<file path="config.mk">
export PLATFORM = sky130hd
export DESIGN_NAME = tdc_hw_sampler
export DESIGN_NICKNAME = d
export VERILOG_FILES = /design/src/rtl/tdc_hw_sampler.sv
export SDC_FILE = /design/constraint.sdc
export NUM_CORES = 1
export LEC_CHECK = 0
export CORE_MARGIN = 2
export CORE_UTILIZATION = 51
export CTS_CLUSTER_SIZE = 40
export DETAILED_ROUTE_END_ITERATION = 16
export PLACE_DENSITY = 0.77
export SLEW_MARGIN = 0
export SYNTH_ARGS = -nofsm -noshare
export SYNTH_HDL_FRONTEND = slang
export SYNTH_SLANG_ARGS = --single-unit
</file>
<file path="constraint.sdc">
create_clock -name i_clk -period 2.6 [get_ports i_clk]
set_clock_uncertainty 0.2 [all_clocks]
set_input_delay 0.52 -clock i_clk [delete_from_list [all_inputs] [get_ports i_clk]]
set_output_delay 0.52 -clock i_clk [all_outputs]
set_load 0.01 [all_outputs]
</file>
<file path="src/rtl/tdc_hw_sampler.sv">
// Sequencer that toggles the TDC launch input once per sample and reads back
// the Hamming-weight stream, reporting sum, mean, min and max per run.
module tdc_hw_sampler #(
    parameter int HW_W    = 7,
    parameter int LOG2_N  = 4,
    parameter int TIMEOUT = 15
) (
    input  logic                     i_clk,
    input  logic                     i_rst_n,
    input  logic                     i_start,
    input  logic [HW_W-1:0]          i_hw_in,
    input  logic                     i_val_in,
    output logic                     o_pg_tog_out,
    output logic                     o_busy,
    output logic                     o_done,
    output logic                     o_timeout_err,
    output logic [LOG2_N:0]          o_sample_cnt,
    output logic [HW_W+LOG2_N-1:0]   o_sum_out,
    output logic [HW_W-1:0]          o_mean_out,
    output logic [HW_W-1:0]          o_min_out,
    output logic [HW_W-1:0]          o_max_out
);

    localparam int ACC_W = HW_W + LOG2_N;
    localparam int CNT_W = LOG2_N + 1;
    localparam logic [CNT_W-1:0] N_SAMPLES   = CNT_W'(2 ** LOG2_N);
    localparam logic [7:0]       TIMEOUT_VAL = 8'(TIMEOUT);

    typedef enum logic [2:0] {
        S_IDLE,
        S_LAUNCH,
        S_WAIT,
        S_ACCUM,
        S_DONE
    } state_t;

    state_t             r_state;
    state_t             w_state_next;

    logic [ACC_W-1:0]   r_acc;
    logic [CNT_W-1:0]   r_cnt;
    logic [HW_W-1:0]    r_mn;
    logic [HW_W-1:0]    r_mx;
    logic [HW_W-1:0]    r_sample;
    logic [7:0]         r_timer;
    logic               r_pg_tog;
    logic               r_timeout_err;
    logic [CNT_W-1:0]   r_sample_cnt;
    logic [ACC_W-1:0]   r_sum;
    logic [HW_W-1:0]    r_mean;
    logic [HW_W-1:0]    r_min;
    logic [HW_W-1:0]    r_max;

    logic [ACC_W-1:0]   w_acc_next;
    logic [CNT_W-1:0]   w_cnt_next;
    logic [HW_W-1:0]    w_mn_next;
    logic [HW_W-1:0]    w_mx_next;
    logic               w_timer_expired;

    assign w_acc_next      = r_acc + ACC_W'(r_sample);
    assign w_cnt_next      = r_cnt + CNT_W'(1);
    assign w_mn_next       = (r_sample < r_mn) ? r_sample : r_mn;
    assign w_mx_next       = (r_sample > r_mx) ? r_sample : r_mx;
    assign w_timer_expired = (r_timer == TIMEOUT_VAL);

    always_ff @(posedge i_clk or negedge i_rst_n) begin
        if (!i_rst_n) begin
            r_state <= S_IDLE;
        end else begin
            r_state <= w_state_next;
        end
    end

    always_comb begin
        w_state_next = r_state;
        case (r_state)
            S_IDLE:   if (i_start) w_state_next = S_LAUNCH;
            S_LAUNCH: w_state_next = S_WAIT;
            // A strobe in the expiry cycle still wins over the timeout.
            S_WAIT: begin
                if (i_val_in)             w_state_next = S_ACCUM;
                else if (w_timer_expired) w_state_next = S_DONE;
            end
            S_ACCUM:  w_state_next = (w_cnt_next == N_SAMPLES) ? S_DONE : S_LAUNCH;
            S_DONE:   w_state_next = S_IDLE;
            default:  w_state_next = S_IDLE;
        endcase
    end

    always_ff @(posedge i_clk or negedge i_rst_n) begin
        if (!i_rst_n) begin
            r_acc         <= '0;
            r_cnt         <= '0;
            r_mn          <= '1;
            r_mx          <= '0;
            r_sample      <= '0;
            r_timer       <= '0;
            r_pg_tog      <= 1'b0;
            r_timeout_err <= 1'b0;
            r_sample_cnt  <= '0;
            r_sum         <= '0;
            r_mean        <= '0;
            r_min         <= '1;
            r_max         <= '0;
        end else begin
            case (r_state)
                S_IDLE: begin
                    if (i_start) begin
                        r_acc         <= '0;
                        r_cnt         <= '0;
                        r_mn          <= '1;
                        r_mx          <= '0;
                        r_timeout_err <= 1'b0;
                    end
                end
                S_LAUNCH: begin
                    r_pg_tog <= ~r_pg_tog;
                    r_timer  <= '0;
                end
                S_WAIT: begin
                    if (i_val_in) begin
                        r_sample <= i_hw_in;
                    end else if (w_timer_expired) begin
                        // Aborted run publishes whatever was gathered so far.
                        r_timeout_err <= 1'b1;
                        r_sample_cnt  <= r_cnt;
                        r_sum         <= r_acc;
                        r_mean        <= r_acc[ACC_W-1:LOG2_N];
                        r_min         <= r_mn;
                        r_max         <= r_mx;
                    end else begin
                        r_timer <= r_timer + 8'd1;
                    end
                end
                S_ACCUM: begin
                    r_acc <= w_acc_next;
                    r_cnt <= w_cnt_next;
                    r_mn  <= w_mn_next;
                    r_mx  <= w_mx_next;
                    if (w_cnt_next == N_SAMPLES) begin
                        r_sample_cnt <= w_cnt_next;
                        r_sum        <= w_acc_next;
                        r_mean       <= w_acc_next[ACC_W-1:LOG2_N];
                        r_min        <= w_mn_next;
                        r_max        <= w_mx_next;
                    end
                end
                default: begin
                end
            endcase
        end
    end

    assign o_pg_tog_out  = r_pg_tog;
    assign o_busy        = (r_state != S_IDLE);
    assign o_done        = (r_state == S_DONE);
    assign o_timeout_err = r_timeout_err;
    assign o_sample_cnt  = r_sample_cnt;
    assign o_sum_out     = r_sum;
    assign o_mean_out    = r_mean;
    assign o_min_out     = r_min;
    assign o_max_out     = r_max;

endmodule
</file>
; Word-level counts from Yosys, hierarchy flattened
; Cells that the tools add are included.
[totals]
reg_bits = 87
output_inout_bits = 41
word_cells = 86
[classes]
n_addsub = 3
magnitude_cmp = 2
eq_ne = 12
muxes = 42
bitwise_logic = 1
n_reduce_logical = 12
[op_table]
columns = op, count
row1 = 7-bit 2-to-1 mux, 13
row2 = 7-bit case mux with 2 select lines, 5
row3 = 11-bit 2-to-1 mux, 4
row4 = 11-bit case mux with 2 select lines, 2
row5 = 5-bit 2-to-1 mux, 4
row6 = 5-bit case mux with 2 select lines, 2
row7 = 8-bit 2-to-1 mux, 2
row8 = 8-bit case mux with 2 select lines, 1
row9 = 3-bit 2-to-1 mux, 4
row10 = 3-bit case mux with 4 select lines, 1
row11 = 11-bit by 7-bit adder with 11-bit output, 1
row12 = "2-bit != test, second input constant", 5
row13 = "8-bit by 1-bit adder with 8-bit output, second input constant", 1
row14 = "8-bit by 4-bit equality test with 1-bit output, second input constant", 1
row15 = 4-bit AND reduction, 2
row16 = 2-bit nonzero test, 4
row17 = 7-bit > comparator, 1
row18 = 7-bit less-than comparator, 1
row19 = "3-bit by 2-bit equality test with 1-bit output, second input constant", 2
row20 = 2-bit AND reduction, 3
row21 = "5-bit by 1-bit adder with 5-bit output, second input constant", 1
row22 = "5-bit equality test, second input constant", 1
row23 = "3-bit by 1-bit equality test with 1-bit output, second input constant", 1
row24 = "3-bit equality test, second input constant", 1
row25 = 7 further kinds, 9

; Logic depth before layout (Yosys ltp)
; Gate-level depths: netlist of run 1.
[logic_depth]
word_depth = 4
depth_mapped = 9
depth_no_buf = 8

; Worst setup path after synthesis of run 1
; Ideal clock, no wire load.
[synth_path]
kind = register to register
start = register r_mn[1]
end = register r_min[4], in the netlist o_min_out[4]
setup_time_ns = 0.082
arrival_time_ns = 2.361
t_required_ns = 2.318
slack_ns = -0.043
stages_incl_launch_ff = 10
path_buffers = 2
path_cell_list = dfstp_2 > inv_1 > ha_1 > a211oi_1 > nor3_1 > or4_4 > buf_6 > buf_6 > mux2_4 > mux2_4
[synth_between]
elab_chain_len = 4
[synth_rtl]
columns = item, line
row1 = from (decl), 42  ; logic [HW_W-1:0] r_mn;
row2 = from (signal assigned), 138  ; r_mn <= w_mn_next;
row3 = 7-bit less-than comparator, 62  ; assign w_mn_next = (r_sample < r_mn) ? r_sample : r_mn;
row4 = 7-bit 2-to-1 mux, 62
row5 = 7-bit 2-to-1 mux, 140  ; if (w_cnt_next == N_SAMPLES) begin
row6 = 7-bit case mux with 2 select lines, 106  ; case (r_state)
row7 = to (signal assigned), 129  ; r_min <= r_mn;
row8 = to (signal assigned), 144  ; r_min <= w_mn_next;
row9 = to (decl), 51  ; logic [HW_W-1:0] r_min;
; Every way passes these cells. The select of a mux whose other input is x is not followed.
; A chain may end at the register's enable or synchronous reset.

; Worst setup path after layout of run 1
[layout_path]
start = register r_mn[4]
end = register r_min[4], in the netlist o_min_out[4]
[layout_between]
elab_chain_len = 4
word_cells_on_any_way = 6
[layout_rtl]
columns = item, line
row1 = 7-bit less-than comparator, 62
row2 = 7-bit 2-to-1 mux, 62
row3 = 7-bit 2-to-1 mux, 140
row4 = 7-bit case mux with 2 select lines (*), 106
; Mark *: on every way between the ends. The rest lies on a longest branch, timed or not. The select of a mux whose other input is x is not followed.

==> results of run 1 <==
[Yosys cell counts, types with 2 or more instances]
master,count
o22a_1,7
dfrtp_1,66
and2_1,2
nand3_1,6
clkbuf_1,7
xnor2_1,8
nor2_1,22
buf_4,7
a31oi_1,2
nand2b_1,4
nand3b_1,2
dfstp_2,14
ha_1,24
o21a_1,2
nor3_1,3
mux2_4,6
a21oi_1,21
buf_2,4
mux2_2,40
or3b_2,2
a211oi_1,5
a211o_1,2
nand4_1,6
and3_1,2
mux2i_1,4
a21o_1,7
o21ai_0,33
inv_1,21
nor3b_1,2
a22o_1,9
nand2_1,32
buf_6,3
or3_1,6
xor2_1,7
[path summary, 6_finish.rpt]
check,start,endpoint,depth (start not counted)
min in group asynchronous,i_rst_n,o_sample_cnt[0]$_DFFE_PN0P_,2
min reg2reg,o_pg_tog_out$_DFFE_PN0N_,o_pg_tog_out$_DFFE_PN0N_,1
max reg2reg,r_mn[4]$_DFFE_PN1P_,o_min_out[4]$_DFFE_PN1P_,7
max,r_mn[4]$_DFFE_PN1P_,o_min_out[4]$_DFFE_PN1P_,7
min,o_pg_tog_out$_DFFE_PN0N_,o_pg_tog_out$_DFFE_PN0N_,1
max in group asynchronous,i_rst_n,r_mn[5]$_DFFE_PN1P_,3
[sequential cells by signal, summed over array words and instances, names as in the netlist, 3 cells and up]
| name | cells |
|---|---|
| o_sample_cnt | 5 |
| r_sample | 7 |
| r_state | 3 |
| o_max_out | 7 |
| o_sum_out | 10 |
| r_cnt | 5 |
| r_mx | 7 |
| r_acc | 11 |
| r_timer | 8 |
| r_mn | 7 |
| o_min_out | 7 |
[layer usage]
metal  vias to the layer above  track usage [%]  part of all wire (%)
met1                      1632             27.1                    45
met4                         0             6.31                   1.2
met3                        10             3.84                   3.0
met5                         -                0                     0
li1                       1564                -                     -
met2                        63             35.2                    51
[area by class of cell]
class                      instances  area (um2)
clock buffer                      10         138
multi-input combinational        281        2160
fill                             680        2890
tap                              105         131
sequential                        80        2020
inverter                          22        82.6
timing repair buffer              74         721
clock inverter                     6        66.3
[what timing repair did]
item | 4_1_cts | 5_1_grt
endpoints found under the hold margin | 31 | 0
gates resized for setup | 2 | 6
setup buffers | 0 | 1
hold buffers | 1 | 0
setup endpoints to repair | 6 | 15
pin swaps | 0 | 4
gates cloned | 0 | 1
[logic make-up after synthesis]
group	after synthesis	share of synthesized area (%)
flip-flops	80	46.6
XOR/XNOR	15	3.03
AND/OR/NAND/NOR	97	11.1
multiplexers	50	13.4
AO/OA/AOI/OAI	93	13.6
adder cells (fa/ha/maj)	25	7.38
buffers and inverters	43	4.96
[worst max-delay path: stages (launching register included)]
cell     delay [ns]
dfstp_2        0.55
inv_1          0.04
ha_1           0.30
a21oi_1        0.13
o21ai_0        0.17
or4_4          0.54
mux2_4         0.32
mux2_4         0.25
[power groups by stage]
stage	clock network [mW]	logic (mW)	registers, mW
after CTS	0.955	2.99	2.05
after global routing	1.01	3.33	2.12
after global placement	0	2.84	2.05
after floorplan	0	1.86	2.06
after detailed placement	0	2.95	2.07
final	0.939	3.04	2.05
==> impl_metrics.yaml, run 1 <==
placed_design:
  dp_cells: 559
  port_buffers: 51
  pre_cts_slack_ns: 0.0000151
  post_dp_cell_area_mm2: 0.00507
  place_congestion: 0.867
  hpwlAfterDp_mm: 6.32
finish:
  final_area_mm2: 0.00532
  drive_gt1_share_pct: 24.5
  final_common_cell: "dfrtp_1"
  fin_util_pct: 64.8
  fin_cells: 578
  final_cell_mix: "dfrtp_1 (64), clkdlybuf4s50_1 (50), mux2_2 (40)"
  areaGrowthSynthToFinish_pct: 22.7
  nets: 504
  antenna_cells: 0
timing:
  layout_min_cycle_time_ns: 2.57
  fmax_mhz: 389
  tightest_slew_ns: 0.789
  tns_ns: 0
  rsz0062_at_grt: "true"
  fin_crit_sh_pct: 98.8
  hold_viol: 0
  slew_violations: 0
  whs_ns: 0.283
  relSlewSlack_pct: 47.3
  setup_viol: 0
  fin_ws_ns: 0.0316
pwr:
  power_frac_comb_pct: 50.4
  switching_share_pct: 37.9
  pwr-share-clk_pct: 15.6
  vdd_ir_drop_max_v: 0.000573
  p_per_area_mw_per_mm2: 1130
  p_int_mw: 3.74
  p_sw_mw: 2.29
  seqPwrFrac_pct: 34.1
  power_mw: 6.03
  power_leakage_nw: 2.44
yosys:
  synthArstFlopShare_pct: 100
  yosys-top-cells-area: "dfrtp_1 (38%), mux2_2 (10%), dfstp_2 (8.5%), ha_1 (6.9%), o21ai_0 (3.8%)"
  syn-cell-area_mm2: 0.00434
  synth_edf_count: 0
  syn_nets: 439
  synth_seq_area_share_pct: 46.6
  synth_ff_type: "dfrtp_1"
  ys_seq_elements: 80
  synth_cells: 403
  yosysWarnings: 0
  yosysTopAreaCellShare_pct: 38.1
  yosysUniqueCellTypes: 49
  synth_top_cell_by_area: "dfrtp_1"
  postSynthAreaPerCell_um2: 10.8
global_route:
  grt_pass1_vias: 3197
  grt_pass1_wl_mm: 14.8
  grt_antenna_before_repair: 0
  grt-ovfl-total: 0
  grt_max_degree: 42
  grtUsageTotal_pct: 20.8
clocking:
  root_buffer: "clkbuf_8"
  clkTransAtPathRegs_ns: 0.08
  h-tree-depth: 3
  clkLatencyLatePin_ns: 0.36
  cts_max_path_buffers: 2
  cts_buffers: 9
  cts_tree: "done"
  cts_sinks: 80
die:
  die_w_um: 96.2
  die_area_mm2: 0.00926
  core-area_mm2: 0.00822
  start_util_pct: 52.8
  ios: 52
  rows: 33
  die_h_um: 96.2
worst_setup_path:
  cp.arrival_ns: 2.66
  required_ns: 2.69
  path_max_fanout: 7
  regToRegSetupSlack_ns: 0.03
  cp-end-kind: "flip-flop"
  start_kind: "flip-flop"
  worstSetupPathType: "flip-flop to flip-flop"
drt:
  drtPass1Iterations: 4
  finalWirelength_mm: 9.05
  drc_errors: 0
  via_count: 3269
  ant_nets: 0
  wl_per_cell_um: 15.7
  drt_iter0_drc: 214
  viasPerCell: 5.66
outcome:
  outcome: "finished clean"
hold_path:
  hold_class: "flip-flop to flip-flop"
run:
  cap_violations: 0
Note: power is estimated with default switching activity, not from simulation.
==> run 2, diff against run 1 <==
--- a/config.mk
+++ b/config.mk
@@ -5,7 +5,7 @@
 export SDC_FILE = /design/constraint.sdc
 export NUM_CORES = 1
 export LEC_CHECK = 0
-export CORE_MARGIN = 2
+export CAP_MARGIN = 20
 export CORE_UTILIZATION = 51
 export CTS_CLUSTER_SIZE = 40
 export DETAILED_ROUTE_END_ITERATION = 16
==> run 2 against run 1 <==
Effect of this change: first-iteration DRC count fell by 31%; combinational power rose by 4%; wire length rose by 3.4%; global-route usage rose by 1.2 points; cell area rose by 2.0%; sequential power barely moved; register-to-register slack improved by 0.03 ns; core utilization rose by 1.3 points; flip-flop and latch count did not move; critical path type unchanged; critical endpoint is now o_min_out[0]$_DFFE_PN1P_; largest power group unchanged.
==> impl_metrics.yaml, run 2 (synthesized netlist as in run 1, its figures left out) <==
placed_design:
  post_dp_cell_area_mm2: 0.00508
  hpwlAfterDp_mm: 6.29
  port_buffers: 51
  place_congestion: 0.818
clocking:
  cts_sinks: 80
  clkLatencyLatePin_ns: 0.35
  h-tree-depth: 3
  cts_tree: "done"
  root_buffer: "clkbuf_8"
  clkTransAtPathRegs_ns: 0.08
  cts_buffers: 9
  cts_max_path_buffers: 2
drt:
  drt_iter0_drc: 147
  drc_errors: 0
  wl_per_cell_um: 16.1
  drtPass1Iterations: 4
  ant_nets: 0
  via_count: 3276
  viasPerCell: 5.62
  finalWirelength_mm: 9.37
worst_setup_path:
  cp-end-kind: "flip-flop"
  worstSetupPathType: "flip-flop to flip-flop"
  start_kind: "flip-flop"
  timing.rr.end: "o_min_out[0]$_DFFE_PN1P_"
  required_ns: 2.68
  worstRegToRegCells: 7
  path_max_fanout: 7
  cp.arrival_ns: 2.61
  regToRegSetupSlack_ns: 0.06
  r2r_start: "r_mn[5]$_DFFE_PN1P_"
die:
  die_h_um: 94.2
  core-area_mm2: 0.00822
  die_w_um: 94.2
  start_util_pct: 52.8
  die_area_mm2: 0.00888
  rows: 33
  ios: 52
finish:
  top_register: "r_acc"
  final_cell_mix: "dfrtp_1 (64), clkdlybuf4s50_1 (50), mux2_2 (38)"
  areaGrowthSynthToFinish_pct: 25.1
  largest_register_ffs: 11
  antenna_cells: 0
  fin_util_pct: 66.1
  final_common_cell: "dfrtp_1"
  drive_gt1_share_pct: 26.2
  nets: 509
  final_area_mm2: 0.00543
pwr:
  power_leakage_nw: 2.48
  p_per_area_mw_per_mm2: 1160
  power_mw: 6.28
  vdd_ir_drop_max_v: 0.000733
global_route:
  grt_antenna_before_repair: 0
  grt-ovfl-total: 0
  grt_max_degree: 46
  grt_pass1_vias: 3232
  grt_pass1_wl_mm: 15.0
  grtUsageTotal_pct: 22.0
timing:
  fmax_mhz: 394
  tns_ns: 0
  hold_viol: 0
  layout_min_cycle_time_ns: 2.54
  whs_ns: 0.286
  tightest_slew_ns: 0.737
  fin_crit_sh_pct: 97.6
  relSlewSlack_pct: 50.8
  slew_violations: 0
  setup_viol: 0
hold_path:
  hold_start: "o_pg_tog_out$_DFFE_PN0N_"
  hold_class: "flip-flop to flip-flop"
  hold_depth: 1
  hold_end: "o_pg_tog_out$_DFFE_PN0N_"
run:
  cap_violations: 0
outcome:
  outcome: "finished clean"
-- run 2: per-stage QoR --
| step | worst slack (ns) | std cells |
|---|---|---|
| 2_1_floorplan | 0.00333 | 403 |
| 3_3_place_gp | 0.0152 | 560 |
| 3_5_place_dp | -0.0419 | 560 |
| 4_1_cts | 0.0194 | 577 |
| 5_1_grt | -0.0191 | 583 |
| 6_report | 0.0634 | 583 |
-- run 2: worst max path at each step --
stage,from,to,depth (start not counted)
after floorplan,r_sample[2]$_DFFE_PN0P_,o_max_out[2]$_DFFE_PN0P_,8
after global placement,r_sample[1]$_DFFE_PN0P_,o_max_out[2]$_DFFE_PN0P_,7
after detailed placement,r_sample[6]$_DFFE_PN0P_,o_max_out[4]$_DFFE_PN0P_,7
after CTS,r_sample[6]$_DFFE_PN0P_,o_max_out[2]$_DFFE_PN0P_,7
after global routing,r_sample[4]$_DFFE_PN0P_,o_max_out[2]$_DFFE_PN0P_,7
final,r_mn[5]$_DFFE_PN1P_,o_min_out[0]$_DFFE_PN1P_,7
-- run 2: timing repair --
| item | 4_1_cts | 5_1_grt |
|---|---|---|
| cloned | 0 | 2 |
| resized for setup | 2 | 15 |
| endpoints found under the setup margin | 6 | 19 |
| hold buffers | 1 | 0 |
| endpoints found under the hold margin | 35 | 0 |
| buffers inserted | 0 | 4 |
| pin swaps | 0 | 10 |
-- run 2: power breakdown --
| part | total [mW] | internal, mW | switching [mW] | leakage, nW |
|---|---|---|---|---|
| logic | 3.17 | 1.67 | 1.51 | 1.34 |
| clock network | 1.05 | 0.594 | 0.452 | 0.114 |
| registers | 2.06 | 1.68 | 0.378 | 1.02 |
-- run 2: layout make-up --
type                       instances  area (um2)
clock buffer                      13         159
clock inverter                     3        65.1
fill                             611        2790
inverter                          22        82.6
multi-input combinational        282        2220
sequential                        80        2020
tap                              105         131
timing repair buffer              78         751
-- run 2: critical path, stage by stage (launching register included) --
cell     delay, ns
dfstp_2       0.56
inv_1         0.05
ha_1          0.31
nand2_2       0.07
o21ai_2       0.07
or4_4         0.62
mux2_4        0.34
mux2_4        0.26
-- run 2: per-layer routing --
layer,part of all wire (%),track usage [%],wire (um),vias up
met4,2.1,8.08,194,0
li1,-,-,-,1571
met2,49,36.9,4630,61
met1,46,28.2,4270,1624
met3,2.9,4.05,270,20
met5,0,0,0,-
==> run 3, diff against run 2 <==
--- a/config.mk
+++ b/config.mk
@@ -6,10 +6,11 @@
 export NUM_CORES = 1
 export LEC_CHECK = 0
 export CAP_MARGIN = 20
+export CORE_ASPECT_RATIO = 1.4
 export CORE_UTILIZATION = 51
 export CTS_CLUSTER_SIZE = 40
 export DETAILED_ROUTE_END_ITERATION = 16
-export PLACE_DENSITY = 0.77
+export PLACE_DENSITY = 0.84
 export SLEW_MARGIN = 0
 export SYNTH_ARGS = -nofsm -noshare
 export SYNTH_HDL_FRONTEND = slang
==> run 3 against run 2 <==
Effect of this change: global-route usage increased by 0.98 points; critical path depth unchanged; cell area decreased by 1.4%; clock power increased by 11%; critical endpoint is now o_min_out[6]$_DFFE_PN1P_; largest power group unchanged.
==> impl_metrics.yaml, run 3 (synthesized netlist as in run 1, its figures left out) <==
pwr:
  p_per_area_mw_per_mm2: 1160
  vdd_ir_drop_max_v: 0.000796
  power_leakage_nw: 2.44
clocking:
  root_buffer: "clkbuf_16"
  clkLatencyLatePin_ns: 0.34
  cts_setup_buffers: 0
  clkTransAtPathRegs_ns: 0.05
  h-tree-depth: 3
  cts_sinks: 80
  cts_tree: "done"
  cts_buffers: 9
  cts_max_path_buffers: 2
timing:
  hold_viol: 0
  fmax_mhz: 388
  layout_min_cycle_time_ns: 2.58
  fin_crit_sh_pct: 99.2
  tns_ns: 0
  slew_violations: 0
  fin_ws_ns: 0.0200
  setup_viol: 0
  tightest_slew_ns: 0.690
  relSlewSlack_pct: 53.9
drt:
  wl_per_cell_um: 16.4
  drtPass1Iterations: 4
  viasPerCell: 5.73
  finalWirelength_mm: 9.32
  via_count: 3267
  drc_errors: 0
  ant_nets: 0
  drt_iter0_drc: 167
die:
  start_util_pct: 52.9
  rows: 39
  core-area_mm2: 0.00820
  ios: 52
  die_area_mm2: 0.00888
  die_h_um: 111
  die_w_um: 79.9
run:
  cap_violations: 0
global_route:
  grt_pass1_vias: 3310
  use_met1_pct: 28.5
  grt_antenna_before_repair: 0
  grt_pass1_wl_mm: 15.8
  grt-ovfl-total: 0
  grt.busiest_layer: "met2"
  grt_max_degree: 49
  grtUsageMet2_pct: 38.0
  gr-usage-met3_pct: 4.36
  grtUsageTotal_pct: 23.0
finish:
  n_fill_cell: 649
  drive_gt1_share_pct: 22.9
  nets: 499
  fin_util_pct: 65.3
  register_area_mm2: 0.00202
  areaGrowthSynthToFinish_pct: 23.3
  final_common_cell: "dfrtp_1"
  final_area_mm2: 0.00535
  antenna_cells: 0
  largest_register_ffs: 11
  multi_input_area_mm2: 0.00218
  fin_cells: 570
  final_cell_mix: "dfrtp_1 (65), clkdlybuf4s50_1 (50), mux2_2 (40)"
  top_register: "r_acc"
worst_setup_path:
  crit_slowest_cell: "or4_4"
  crit_buf_inv: 1
  worstSetupPathType: "flip-flop to flip-flop"
  cp.arrival_ns: 2.64
  cp_top_family: "simple AND/OR/NAND/NOR gates"
  cpMostUsedCell: "mux2_4"
  cpPeakStageDelay_ns: 0.62
  required_ns: 2.66
  start_kind: "flip-flop"
  cp-end-kind: "flip-flop"
  path_max_fanout: 7
  cp_cell_sequence: "inv_1 -> ha_4 -> a21oi_2 -> o21ai_2 -> or4_4 -> mux2_4 -> mux2_4"
placed_design:
  post_dp_cell_area_mm2: 0.00502
  place_congestion: 0.867
  hpwlAfterDp_mm: 6.49
  pre_cts_slack_ns: 0.00225
  port_buffers: 51
  dp_cells: 552
hold_path:
  hold_class: "flip-flop to flip-flop"
outcome:
  outcome: "finished clean"
## run 3: changes by cell type in the layout (fill, tap and decap cells not counted), moves of 2 or more
cell,delta
clkbuf_16,+9
clkbuf_8,-9
buf_4,-8
bufinv_16,-2
clkbuf_1,+2
mux2_2,+2
mux2_4,-2
## run 3: routing by layer
layer	routed length, um	vias up	part of all wire [%]
met4	263	0	2.8
met5	0	-	0
met1	3990	1607	43
li1	-	1556	-
met3	337	20	3.6
met2	4730	84	51
## run 3: where the power goes
group | internal (mW) | total [mW] | switching, mW | leakage [nW]
Clock | 0.699 | 1.17 | 0.472 | 0.134
Sequential | 1.68 | 2.06 | 0.372 | 1.03
Combinational | 1.56 | 3.00 | 1.44 | 1.28
## run 3: area by class of cell
class,instances,share of cell area (%)
inverter,22,1.54
sequential,80,37.8
tap,102,2.39
clock buffer,15,5.00
timing repair buffer,69,12.5
multi-input combinational,281,40.7
clock inverter,1,0.0935
## run 3: stage by stage
step	hold WS (ns)	total power, mW
after floorplan	0.0244	3.92
after global placement	0.266	4.83
after detailed placement	0.270	4.97
after CTS	0.292	6.17
after global routing	0.312	6.67
final	0.289	6.23
## run 3: repair_timing
action / in CTS / in global routing
endpoints found under the hold margin: 32 / 0
endpoints found under the setup margin: 4 / 17
hold buffers: 1 / 0
gates cloned: 0 / 1
resized for setup: 1 / 8
pin swaps: 0 / 1
## run 3: final timing paths
kind | from | to | slack (ns) | cells after the start
setup / recovery | r_mn[4]$_DFFE_PN1P_ | o_min_out[6]$_DFFE_PN1P_ | 0.02 | 7
hold / removal | o_pg_tog_out$_DFFE_PN0N_ | o_pg_tog_out$_DFFE_PN0N_ | 0.29 | 1
setup reg to reg | r_mn[4]$_DFFE_PN1P_ | o_min_out[6]$_DFFE_PN1P_ | 0.02 | 7
hold reg to reg | o_pg_tog_out$_DFFE_PN0N_ | o_pg_tog_out$_DFFE_PN0N_ | 0.29 | 1
max in group asynchronous | i_rst_n | o_min_out[6]$_DFFE_PN1P_ | 1.06 | 3
min in group asynchronous | i_rst_n | r_mx[4]$_DFFE_PN0P_ | 0.46 | 2
## run 3: worst register-to-register path: stages, from the launching register on
cell and delay (ns):
dfstp_2 0.54, inv_1 0.08, ha_4 0.25, a21oi_2 0.14, o21ai_2 0.09, or4_4 0.62
mux2_4 0.33, mux2_4 0.25
==> RTL edit 1 (flow settings as in run 3) <==
The 5 states of `state_t` get a one-hot encoding in 5 bits.
--- a/src/rtl/tdc_hw_sampler.sv
+++ b/src/rtl/tdc_hw_sampler.sv
@@ -26,12 +26,12 @@
     localparam logic [CNT_W-1:0] N_SAMPLES   = CNT_W'(2 ** LOG2_N);
     localparam logic [7:0]       TIMEOUT_VAL = 8'(TIMEOUT);
 
-    typedef enum logic [2:0] {
-        S_IDLE,
-        S_LAUNCH,
-        S_WAIT,
-        S_ACCUM,
-        S_DONE
+    typedef enum logic [4:0] {
+        S_IDLE   = 5'b00001,
+        S_LAUNCH = 5'b00010,
+        S_WAIT   = 5'b00100,
+        S_ACCUM  = 5'b01000,
+        S_DONE   = 5'b10000
     } state_t;
 
     state_t             r_state;
Check against the original RTL: same outputs for any inputs over 10 cycles, from zero or initial values and one cycle with i_rst_n low; not proved beyond that.
==> RTL edit 1 against run 3 <==
Sequential cell count grew 2; cell area down 3.0%; worst setup slack improved by 0.11 ns; synthesized cell count grew 12%; register-to-register slack improved by 0.12 ns; routed wire length shrank 2.0%; non-clock buffer count fell by 3; synthesized area is 1.4% lower; critical path type is now reg2out; critical endpoint is now o_busy.
Power is not compared: it rests on default switching activity, and its combinational part moved more than twofold at a synthesized area within 25%.
==> RTL edit 1: results <==
[outcome]
status = "completed"

[routing]
drt_iter0_markers = 198
viasPerCell = 5.56
drtPass1Iterations = 5

[synthesis]
synth_area_leaders = "dfrtp_1 39%, dfstp_2 9.2%, ha_1 6.7%"
synth_nets = 488
synth.distinct_cells = 48
synth_sequential_area_ratio_pct = 48.4

[cells_and_area]
fin_nets = 540
n_fill_cell = 642
drive_gt1_share_pct = 9.80

[worst_setup_path]
r2r_setup_slack_ns = 0.14
r2r-end = "o_min_out[5]"
arrival_ns = 1.75
worst-path-max-fanout = 6

[global_routing]
grt.met1_usage_pct = 27.6
grt_pass1_vias = 3415
grt_util_met3_pct = 4.20
grt_first_pass_wirelength_um = 15400

[hold_path]
hold_end = "o_pg_tog_out"
min-delay-start = "o_pg_tog_out"

[placed_design]
place_congestion = 0.835
hpwl_um = 6310

[timing]
max_slew_margin_pct = 59.5
timing.hold.ws_ns = 0.286
==> RTL edit 1: layer usage <==
layer / up-vias / wire (um)
li1: 1658 / -
met1: 1630 / 3900
met2: 90 / 4590
met3: 27 / 295
met4: 0 / 349
met5: - / 0
==> RTL edit 1: kinds of logic after synthesis <==
family	count (synthesis)	synth area share, %
compound gates	110	15.4
xor+xnor	20	4.09
fa+ha+maj	24	7.19
flops	82	48.4
simple gates	159	16.8
buf+inv	48	5.79
mux	10	2.34
==> RTL edit 1: through the flow <==
stage | setup WS [ns] | utilization [%] | std cells
finish | 0.131 | 63.7 | 612
global route | 0.00646 | 63.7 | 612
CTS | 0.123 | 63.7 | 612
detailed placement | 0.170 | 59.9 | 595
global placement | 0.228 | 59.9 | 595
floorplan | 0.109 | - | 453
==> RTL edit 1: report_power, final <==
part / switching (uW) / leakage, uW / total, uW / internal [uW]
Combinational: 523 / 0.00127 / 937 / 413
Clock: 477 / 0.000149 / 1220 / 748
Sequential: 189 / 0.00103 / 1610 / 1420
==> RTL edit 1: worst max-delay path, cell delays in order, from the launching register on <==
cell and delay, ns:
dfrtp_1 0.43, nor4_1 0.39, nand2_1 0.11, clkdlybuf4s50_1 0.49
==> RTL edit 1: layout make-up <==
class | instances | area (um2) | share of cell area (%)
timing repair buffer | 66 | 648 | 12.5
inverter | 23 | 86.3 | 1.66
clock buffer | 14 | 284 | 5.47
clock inverter | 2 | 10.0 | 0.193
sequential | 82 | 2070 | 39.9
multi-input combinational | 323 | 1960 | 37.8
tap | 102 | 128 | 2.46
==> RTL edit 1: what timing repair did <==
action                     4_1_cts  5_1_grt
setup endpoints to repair        0        1
gates resized for setup          0        1
hold buffers                     1        0
hold endpoints to repair        29        0
==> RTL edit 2 (config.mk and constraints of run 3) <==
Made on the original files. Set the parameter `TIMEOUT` to 7 (it was 15).
--- a/src/rtl/tdc_hw_sampler.sv
+++ b/src/rtl/tdc_hw_sampler.sv
@@ -3,7 +3,7 @@
 module tdc_hw_sampler #(
     parameter int HW_W    = 7,
     parameter int LOG2_N  = 4,
-    parameter int TIMEOUT = 15
+    parameter int TIMEOUT = 7
 ) (
     input  logic                     i_clk,
     input  logic                     i_rst_n,
Check against the original RTL: same outputs for any inputs over 10 cycles, from zero or initial values and one cycle with i_rst_n low; that may be too few to reach the edited logic, so the function may still have changed.
==> RTL edit 2 against run 3 <==
Synthesized area increased by 1.3%; first-iteration DRC count decreased by 0.60%; sequential cell count unchanged; via count increased by 1.1%; sequential share of layout area increased by 0.22 points; power increased by 1.2%; register-to-register slack improved by 0.17 ns; critical path depth decreased by 4; routed wire length decreased by 3.1%; cell area decreased by 0.63%; worst setup slack improved by 0.16 ns; critical endpoint is now o_done; largest power group unchanged.
==> RTL edit 2: results <==
[cells_and_area]
instances_no_fill = 585
num_antenna_cells = 0
drive_gt1_share_pct = 15.3
largest_register = "r_acc"
n_fill_cell = 618
fin_nets = 514

[synthesis]
synth.area.mux_share_pct = 6.15
yosys.area_share.adder_pct = 7.29
avgSynthCellArea_um2 = 10.3
synth_sequential_area_ratio_pct = 46.0
synth_nets = 462
synth_area_leaders = "dfrtp_1 38%, dfstp_2 8.4%, ha_1 6.8%"
synth_compound_area_share_pct = 17.7
synth.distinct_cells = 57
synth_xor_area_share_pct = 2.99
synth_common_cells = "66 x dfrtp_1, 50 x nor2_1, 31 x nand2_1"

[placed_design]
hpwl_um = 6290
dp_cells = 568
placed_area_mm2 = 0.00499
place_congestion = 0.863

[global_routing]
track_usage_pct = 22.5
grt_first_pass_wirelength_um = 15500
grt_max_degree = 60
grt_pass1_vias = 3346

[worst_setup_path]
arrival_ns = 1.70
crit_start = "r_state[0]"
worst-path-max-fanout = 8
cp-endpoint = "o_done"
reg2reg_from = "r_acc[0]"
cp_top_family = "buffers and inverters"
crit_slowest_cell = "clkdlybuf4s50_1"
r2r-end = "o_mean_out[6]"
slowest_delay_ns = 0.54
r2r_setup_slack_ns = 0.19

[routing]
drt_iter0_markers = 166
viasPerCell = 5.65
wl_per_cell_um = 15.4

[timing]
timing.hold.ws_ns = 0.282
tightest_slew_ns = 0.502

[power]
leakage_uw = 0.00237
vdd_drop_max_mv = 0.601
seq_cell_power_uw = 2100
p_int_uw = 3900
power_frac_clock_pct = 20.9
pwr_density_cell_mw_per_mm2 = 1190

[clock_tree]
cts_buffer_depth = 2

[outcome]
status = "completed"
[RTL edit 2: cell type report]
type                    instances  area share, %
inverters                      18           1.27
clock buffers                  12           5.65
flip-flops and latches         80           38.0
repair buffers                 66           12.2
well taps                     102           2.40
multi-input cells             303           40.1
clock inverters                 4          0.377
[RTL edit 2: routing by layer]
| metal | wire, um | vias to the layer above | global-route usage [%] |
|---|---|---|---|
| met3 | 336 | 27 | 3.77 |
| li1 | - | 1628 | - |
| met4 | 366 | 0 | 12.6 |
| met1 | 3860 | 1573 | 28.7 |
| met5 | 0 | - | 0 |
| met2 | 4470 | 76 | 35.8 |
[RTL edit 2: through the flow]
step,setup slack (ns),util (%)
6_report,0.176,64.5
5_1_grt,0.0961,64.5
4_1_cts,0.156,64.5
3_5_place_dp,0.206,60.5
3_3_place_gp,0.272,60.5
2_1_floorplan,0.385,-
[RTL edit 2: what timing repair did]
action                                 4_1_cts  5_1_grt
endpoints found under the hold margin       30        0
gates resized for setup                      0        0
hold buffers                                 1        0
